==> src/rtl/sm_cpu_param_if.sv <==
// Handshake and result bus of the sm_cpu_param core.
// The master drives load/start/instr; the core reports waiting, the C register, flags and illegal.
interface sm_cpu_param_if #(
    parameter int DATA_W = 16
);
    logic              load;
    logic              start;
    logic [15:0]       instr;
    logic              waiting;
    logic [DATA_W-1:0] out;
    logic              N;
    logic              V;
    logic              Z;
    logic              illegal;

    modport master (
        output load, start, instr,
        input  waiting, out, N, V, Z, illegal
    );

    modport slave (
        input  load, start, instr,
        output waiting, out, N, V, Z, illegal
    );
endinterface

==> src/rtl/sm_cpu_param.sv <==
// Multi-cycle Simple RISC Machine core: 8 x DATA_W register file, shifter, ALU, N/V/Z flags.
// Latency 1-5 edges after start; load/start are only accepted while waiting=1, otherwise ignored.
module sm_cpu_param #(
    parameter int DATA_W       = 16,
    parameter bit FLAGS_ON_ALL = 1'b0
) (
    input  logic           clk,
    input  logic           rst_n,
    sm_cpu_param_if.slave  bus
);

    localparam int MSB = DATA_W - 1;

    localparam logic [2:0] OP_MOV  = 3'b110;
    localparam logic [2:0] OP_ALU  = 3'b101;
    localparam logic [1:0] SUB_IMM = 2'b10;
    localparam logic [1:0] SUB_REG = 2'b00;
    localparam logic [1:0] SUB_ADD = 2'b00;
    localparam logic [1:0] SUB_CMP = 2'b01;
    localparam logic [1:0] SUB_AND = 2'b10;
    localparam logic [1:0] SUB_MVN = 2'b11;

    typedef enum logic [2:0] {
        S_WAIT,
        S_DECODE,
        S_WRITE_IMM,
        S_GET_A,
        S_GET_B,
        S_EXEC,
        S_WRITE_C
    } state_t;

    state_t            state_q, state_d;
    logic [15:0]       ir_q, ir_d;
    logic [DATA_W-1:0] regs_q [8];
    logic [DATA_W-1:0] regs_d [8];
    logic [DATA_W-1:0] a_q, a_d;
    logic [DATA_W-1:0] b_q, b_d;
    logic [DATA_W-1:0] c_q, c_d;
    logic              n_q, n_d;
    logic              v_q, v_d;
    logic              z_q, z_d;
    logic              illegal_q, illegal_d;

    logic [2:0]        op, rn, rd, rm;
    logic [1:0]        sub, sh;
    logic [7:0]        imm8;
    logic [DATA_W-1:0] imm_ext;

    assign op   = ir_q[15:13];
    assign sub  = ir_q[12:11];
    assign rn   = ir_q[10:8];
    assign rd   = ir_q[7:5];
    assign sh   = ir_q[4:3];
    assign rm   = ir_q[2:0];
    assign imm8 = ir_q[7:0];

    assign imm_ext = DATA_W'($signed(imm8));

    logic is_mov_imm, is_mov_reg, is_alu, is_cmp, is_mvn;

    assign is_mov_imm = (op == OP_MOV) && (sub == SUB_IMM);
    assign is_mov_reg = (op == OP_MOV) && (sub == SUB_REG);
    assign is_alu     = (op == OP_ALU);
    assign is_cmp     = is_alu && (sub == SUB_CMP);
    assign is_mvn     = is_alu && (sub == SUB_MVN);

    // Shifter sits on the B operand only; A always enters the ALU unshifted.
    logic [DATA_W-1:0] b_sh, sum, diff, alu_res;
    logic              add_ovf, sub_ovf, alu_v;

    always_comb begin
        b_sh = b_q;
        case (sh)
            2'b01:   b_sh = {b_q[MSB-1:0], 1'b0};
            2'b10:   b_sh = {1'b0, b_q[MSB:1]};
            2'b11:   b_sh = {b_q[MSB], b_q[MSB:1]};
            default: b_sh = b_q;
        endcase
    end

    assign sum     = a_q + b_sh;
    assign diff    = a_q - b_sh;
    assign add_ovf = (a_q[MSB] == b_sh[MSB]) && (sum[MSB] != a_q[MSB]);
    assign sub_ovf = (a_q[MSB] != b_sh[MSB]) && (diff[MSB] != a_q[MSB]);

    always_comb begin
        alu_res = b_sh;
        alu_v   = 1'b0;
        if (is_alu) begin
            case (sub)
                SUB_ADD: begin alu_res = sum;  alu_v = add_ovf; end
                SUB_CMP: begin alu_res = diff; alu_v = sub_ovf; end
                SUB_AND: alu_res = a_q & b_sh;
                default: alu_res = ~b_sh;
            endcase
        end
    end

    always_comb begin
        state_d   = state_q;
        ir_d      = ir_q;
        regs_d    = regs_q;
        a_d       = a_q;
        b_d       = b_q;
        c_d       = c_q;
        n_d       = n_q;
        v_d       = v_q;
        z_d       = z_q;
        illegal_d = illegal_q;

        case (state_q)
            S_WAIT: begin
                if (bus.load) begin
                    ir_d = bus.instr;
                end
                if (bus.start) begin
                    state_d   = S_DECODE;
                    illegal_d = 1'b0;
                end
            end
            S_DECODE: begin
                if (is_mov_imm) begin
                    state_d = S_WRITE_IMM;
                end else if (is_mov_reg || is_mvn) begin
                    state_d = S_GET_B;
                end else if (is_alu) begin
                    state_d = S_GET_A;
                end else begin
                    state_d   = S_WAIT;
                    illegal_d = 1'b1;
                end
            end
            S_WRITE_IMM: begin
                regs_d[rn] = imm_ext;
                state_d    = S_WAIT;
            end
            S_GET_A: begin
                a_d     = regs_q[rn];
                state_d = S_GET_B;
            end
            S_GET_B: begin
                b_d     = regs_q[rm];
                state_d = S_EXEC;
            end
            S_EXEC: begin
                c_d = alu_res;
                if (is_cmp || FLAGS_ON_ALL) begin
                    z_d = (alu_res == '0);
                    n_d = alu_res[MSB];
                    v_d = alu_v;
                end
                // CMP has no destination, so it skips the write-back state.
                state_d = is_cmp ? S_WAIT : S_WRITE_C;
            end
            S_WRITE_C: begin
                regs_d[rd] = c_q;
                state_d    = S_WAIT;
            end
            default: state_d = S_WAIT;
        endcase
    end

    always_ff @(posedge clk or negedge rst_n) begin
        if (!rst_n) begin
            state_q   <= S_WAIT;
            ir_q      <= '0;
            a_q       <= '0;
            b_q       <= '0;
            c_q       <= '0;
            n_q       <= 1'b0;
            v_q       <= 1'b0;
            z_q       <= 1'b0;
            illegal_q <= 1'b0;
            for (int i = 0; i < 8; i++) begin
                regs_q[i] <= '0;
            end
        end else begin
            state_q   <= state_d;
            ir_q      <= ir_d;
            a_q       <= a_d;
            b_q       <= b_d;
            c_q       <= c_d;
            n_q       <= n_d;
            v_q       <= v_d;
            z_q       <= z_d;
            illegal_q <= illegal_d;
            for (int i = 0; i < 8; i++) begin
                regs_q[i] <= regs_d[i];
            end
        end
    end

    assign bus.waiting = (state_q == S_WAIT);
    assign bus.out     = c_q;
    assign bus.N       = n_q;
    assign bus.V       = v_q;
    assign bus.Z       = z_q;
    assign bus.illegal = illegal_q;

endmodule

==> src/flat_wrapper.sv <==
// flat-port wrapper written by rule: the top's interface ports become plain ports
module sm_cpu_param_flat 
#(
    parameter int DATA_W       = 16,
    parameter bit FLAGS_ON_ALL = 1'b0
)
  (clk, rst_n, bus_load, bus_start, bus_instr, bus_waiting, bus_out, bus_N, bus_V, bus_Z, bus_illegal);
  sm_cpu_param_if #(.DATA_W(DATA_W)) bus_i ();
  input  logic clk;
  input  logic rst_n;
  input wire logic [$bits(bus_i.load)-1:0] bus_load;
  input wire logic [$bits(bus_i.start)-1:0] bus_start;
  input wire logic [$bits(bus_i.instr)-1:0] bus_instr;
  output wire logic [$bits(bus_i.waiting)-1:0] bus_waiting;
  output wire logic [$bits(bus_i.out)-1:0] bus_out;
  output wire logic [$bits(bus_i.N)-1:0] bus_N;
  output wire logic [$bits(bus_i.V)-1:0] bus_V;
  output wire logic [$bits(bus_i.Z)-1:0] bus_Z;
  output wire logic [$bits(bus_i.illegal)-1:0] bus_illegal;
  assign bus_i.load = bus_load;
  assign bus_i.start = bus_start;
  assign bus_i.instr = bus_instr;
  assign bus_waiting = bus_i.waiting;
  assign bus_out = bus_i.out;
  assign bus_N = bus_i.N;
  assign bus_V = bus_i.V;
  assign bus_Z = bus_i.Z;
  assign bus_illegal = bus_i.illegal;
  sm_cpu_param #(.DATA_W(DATA_W), .FLAGS_ON_ALL(FLAGS_ON_ALL)) u_core (.clk(clk), .rst_n(rst_n), .bus(bus_i));
endmodule
==> config.mk <==
export PLATFORM = sky130hd
export DESIGN_NAME = sm_cpu_param_flat
export DESIGN_NICKNAME = d
export VERILOG_FILES = /design/src/rtl/sm_cpu_param_if.sv /design/src/rtl/sm_cpu_param.sv /design/src/flat_wrapper.sv
export SDC_FILE = /design/constraint.sdc
export NUM_CORES = 1
export LEC_CHECK = 0
export ABC_CLOCK_PERIOD_IN_PS = 5100
export BUFFER_PORTS_ARGS = -buffer_cell sky130_fd_sc_hd__buf_2
export CORE_ASPECT_RATIO = 0.9
export CORE_MARGIN = 5
export CORE_UTILIZATION = 34
export CTS_CLUSTER_DIAMETER = 50
export CTS_CLUSTER_SIZE = 24
export DETAILED_ROUTE_END_ITERATION = 6
export SLEW_MARGIN = 20
export SYNTH_ARGS = -nofsm -noshare
export SYNTH_HDL_FRONTEND = slang
export SYNTH_SLANG_ARGS = --single-unit
==> constraint.sdc <==
create_clock -name clk -period 5.1 [get_ports clk]
set_input_delay 0.765 -clock clk [delete_from_list [all_inputs] [get_ports clk]]
set_output_delay 0.765 -clock clk [all_outputs]
set_load 0.005 [all_outputs]
# == Yosys cells after proc, flatten, opt, wreduce, memory -nomap -nowiden ==
# Index checks and enable logic that the tools add are counted.
# totals
reg_bits,199
output_inout_bits,21
elab_cells,97
# op_classes
n_mux,29
eq_ne,22
bitwise,5
n_lt_le_gt_ge,5
add_sub_neg,2
reduce_logical,17
# ops
operator,count
128-bit bitwise mux,2
128-bit case mux with 2 select lines,1
16-bit two-way mux,7
16-bit binary-select mux with 3-bit select,2
16-bit demux with 3-bit select,2
16-bit case mux with 3 select lines,2
16-bit adder,1
16-bit AND,1
16-bit zero test,1
16-bit inverter,1
16-bit subtractor,1
"3-bit == test, second input constant",5
3-bit case mux with 5 select lines,1
"4-bit >= comparator, second input constant",3
3-bit two-way mux,4
3-bit inverter with 4-bit output,3
"2-bit == test, second input constant",4
1-bit logical AND,8
"4-bit by 1-bit less-than comparator with 1-bit output, second input constant",2
"2-bit != test, second input constant",4
"3-bit by 2-bit == test with 1-bit output, second input constant",2
1-bit two-way mux,5
5-bit AND reduction,1
"2-bit by 1-bit == test with 1-bit output, second input constant",2
10 further kinds,15

# == Depth between registers and ports, before layout ==
# logic_depth
ltp_word,7
depth_mapped,18

# == Least setup slack after synthesis ==
# OpenSTA, ideal clock, no wires.
# synth_timing
path_type,register to register
from,register u_core.ir_q[4]
to,"register u_core.z_q, in the netlist u_core.bus.Z"
t_required_ns,4.996
path_slack_ns,1.115
path_stages_with_launch,19
path_buffers,4
period_less_slack_ns,3.985
t_arrival_ns,3.882
cell_sequence,dfrtp_1 -> clkbuf_1 -> clkbuf_1 -> buf_2 -> buf_2 -> nor2_1 -> a21oi_1 -> inv_1 -> ha_1 -> nor2_1 -> o311a_1 -> o41a_1 -> a211oi_1 -> o21bai_1 -> xnor2_1 -> a221o_1 -> o21ai_0 -> nand4_1 -> o41ai_2
# synth_via
elab_chain_cells,6
elab_cells_between_ends,11
classes_between,2 x add/sub; 3 x eq/ne; 3 x mux; 2 x bitwise; 1 x reduce/logical
# synth_rtl
element,line_no,rtl
from (decl),sm_cpu_param.sv:34,"logic [15:0] ir_q, ir_d;"
from (signal assigned),sm_cpu_param.sv:180,ir_q <= ir_d;
2-bit == test or 2-bit by 1-bit == test with 1-bit output (tied branches),sm_cpu_param.sv:74,case (sh)
16-bit case mux with 3 select lines (*),sm_cpu_param.sv:74,
16-bit subtractor (tied with other cells),sm_cpu_param.sv:83,assign diff = a_q - b_sh;
16-bit case mux with 3 select lines,sm_cpu_param.sv:91,case (sub)
16-bit two-way mux (*),sm_cpu_param.sv:90,if (is_alu) begin
16-bit zero test (*),sm_cpu_param.sv:149,z_d = (alu_res == '0);
to (signal assigned),sm_cpu_param.sv:186,z_q <= z_d;
to (decl),sm_cpu_param.sv:42,"logic z_q, z_d;"
# Every way passes the cells marked *; elsewhere a longest branch is shown, timed or not.
# A chain may end at the register's enable or synchronous reset.

# == Final worst setup path ==
# layout_timing
from,register u_core.ir_q[3]
to,"register u_core.z_q, in the netlist u_core.bus.Z"
# Same word-level chain as after synthesis.

==> metrics.md <==
| Metric | Value |
|---|---|
| Status | completed |
| Minimum clock period | approximately 4.2 ns |
| Slew HR | between 20% and 30% |
| Sw Share | 47.6% |
| Setup TNS | 0 ns |
| CP required | 5.44 ns |
| Seq cells post-synth | about 200 |
| Worst Tran Pin Value | around 1.2 ns |
| Setup slack at placement | roughly 0.94 ns |
| Yosys warns | 0 |
| Remaining antenna violation count after routing | 0 |
| Post-route design area | ~0.014 mm² |
| Tcrit/Tclk final | approximately 83% |
| DRC viols | 0 |
| Initial Util | about a third |
| CTS buffer count | 17 |
| Final Hold Violating Endpoints | 0 |
| CP Max Fanout | 16 |
| Top cell family by delay on the critical path | compound AO/OA/AOI/OAI gates |
| Gpl congestion | roughly 0.95 |
| Site row count | 66 |
| Final net count | 1404 |
| Horiz. Die Dim | between 200 and 250 µm |
| Layout area overhead | 9.74% |
| Wirelength per Cell | approximately 23 µm |
| Vias after detailed routing | approximately 11000 |
| CTS Sinks | 199 |
| IO Count | 41 |
| Share of layout cells above drive strength 1 | between 10% and 20% |
| Worst path max stage delay | roughly 0.45 ns |
| Clock Root Buffer | clkbuf_16 |
| Synth async-reset ratio | between 90% and 100% |
| CP Launch Type | flop |
| Unrepaired setup endpoints after global routing | no |
| Most common cell after layout, fill and taps aside | dfrtp_1 |
| Pwr dens | ~700 mW/mm² |
| Vias in the first global route | 10900 |
| Gr usage total | a little over a fifth |
| DRT Pass-1 Iters | 5 |
| Combinational Power Share | between 50% and 60% |
| Slew Viols, Final | 0 |
| First-pass GRT wire length | approximately 66000 µm |
| Register area share after synthesis | around two fifths |
| Internal power | a little over 5 mW |
| Crit path kind | reg2reg |
| Vias per Instance | roughly 6 |
| Share of power burned in registers | around a third |
| Filler cells | between 3000 and 4000 |
| Avg Inst Size Synth | ~9.2 µm² |
| Buf/Inv on CP | 2 |
| Hold WS | 0.472 ns |
| Critical Path Stages | 16 |
| Initial DRC count | approximately 1300 |
| Fmax | roughly 0.24 GHz |
| Crit path max-delay cell type | o41a_1 |
| Reg clk slew, reported paths | ~0.080 ns |
| Worst-path cell chain | buf_4 -> mux2i_1 -> nor2_1 -> a21oi_1 -> inv_1 -> ha_1 -> nor2_1 -> o311a_1 -> o41a_1 -> a211oi_1 -> o21bai_1 -> xnor2_1 -> a221o_1 -> o21ai_0 -> nand4_1 -> o41ai_2 |
| DP Cell Count | approximately 1800 |
| Top cell by count, worst path | nor2_1 |
| Worst setup margin | roughly 0.87 ns |
| Primary FF master, synth | dfrtp_1 |
| Dpl cell area | 0.0132 mm² |
| Worst VDD drop | around 0.27 mV |
| Setup-failing EPs final | 0 |
| Clock Latency Late Sink | ~0.44 ns |
| H-tree Lvls | 4 |
| Longest Clk Path Bufs | 2 |
| Crit path DAT | approximately 4.6 ns |
| Cells after synthesis | approximately 1400 |
| Leak | 5.87 nW |
| CTS resizes | 0 |
| Synth cell types | 74 |
| Post-CTS setup buffers | 0 |
| I/O Buffers | 40 |
| Nature of the critical path endpoint | flop |
| Number of synthesized flops with an enable pin | 0 |
| Clk_skew | approximately 0.014 ns |
| Psw | about 4.6 mW |
| Diode count | 0 |
| CTS tree | done |
| Largest net degree at the start of global routing | roughly 120 |
| DIE AREA | between 0.04 and 0.05 mm² |
| Die height | roughly 190 µm |
| Max-Cap Viols | 0 |
| Hold Path Class | in2async |
| Post-CTS Hold Fix Bufs | 0 |
| Clk pwr share | 14.1% |
| Synthesized netlist net count | ~1400 |
| Most frequent cells in the layout | dfrtp_1, nand2_1, a21oi_1, nor2_1, o21ai_0 |
| Grt total ovfl | 0 |
| Pwr Total | 9.66 mW |
| Worst-case reg-to-reg path depth | 16 |
| Initial antenna violation count | 0 |
| Core Region | between 0.03 and 0.04 mm² |
| Core Util, Final | 37.9% |
| Non-filler cells in the finished layout | between 1500 and 2000 |
| DP HPWL | around 29000 µm |
| Synthesized cell area | ~0.013 mm² |
| Post-Route WL | 42600 µm |
## registers in the layout, summed over array words and instances, names as in the netlist
register and count:
u_core.bus.out 16, u_core.bus.Z 1, u_core.state_q 3, u_core.bus.V 1, u_core.bus.N 1, u_core.a_q 16
u_core.ir_q 16, u_core.bus.illegal 1, u_core.b_q 16, u_core.regs_q 128
## path summary, 6_finish.rpt
check                                       start                 to  slack [ns]
worst min register to register  u_core.regs_q[31]  u_core.regs_q[31]        0.51
worst max-delay path               u_core.ir_q[3]       u_core.bus.Z        0.87
max in group asynchronous                   rst_n     u_core.a_q[11]        3.61
min in group clk                u_core.regs_q[31]  u_core.regs_q[31]        0.51
worst min-delay path                        rst_n  u_core.regs_q[87]        0.47
worst max register to register     u_core.ir_q[3]       u_core.bus.Z        0.87
## cells in the mapped netlist, drive strengths merged, types with 15 or more instances
library cell,n,area [µm²]
a22oi,61,458
nor2,145,544
ha,36,450
mux2,30,338
inv,30,113
a21o,16,121
nand2,158,593
clkbuf,78,293
a21oi,155,783
mux4,47,1060
o21ai,136,681
dfrtp,199,4980
mux2i,60,601
buf,30,128
nor3,15,95.1
## metal layers
layer / vias up / routed length (µm) / track usage [%]
met1: 5384 / 18000 / 28.7
met4: 2 / 1060 / 5.71
met5: - / 43 / 0.862
met2: 584 / 19300 / 32.7
met3: 95 / 4200 / 6.03
li1: 4922 / - / -
## layout make-up
class                   instances  area (µm²)  area share [%]
multi-input cells            1029        7090            51.4
well taps                     476         596            4.32
repair buffers                 69         439            3.19
clock buffers                  18         429            3.11
inverters                      30         113           0.817
clock inverters                13         139            1.01
flip-flops and latches        199        4980            36.1
## logic make-up after synthesis
kind of cell / Yosys count / share of synthesized area (%)
adder cells (fa/ha/maj): 38 / 3.90
buffers and inverters: 138 / 4.24
multiplexers: 137 / 15.9
XOR/XNOR: 12 / 0.837
AO/OA/AOI/OAI: 453 / 22.0
flip-flops: 199 / 39.6
AND/OR/NAND/NOR: 389 / 13.5
## power by group through the flow
stage / clock (mW) / combinational (mW) / sequential, mW
after floorplan: 0 / 4.14 / 2.52
after global placement: 0 / 5.11 / 3.02
after detailed placement: 0 / 5.17 / 3.04
after CTS: 1.38 / 5.19 / 3.02
after global routing: 1.45 / 5.79 / 3.14
final: 1.37 / 5.25 / 3.05
Power figures use the tool's default switching activity.
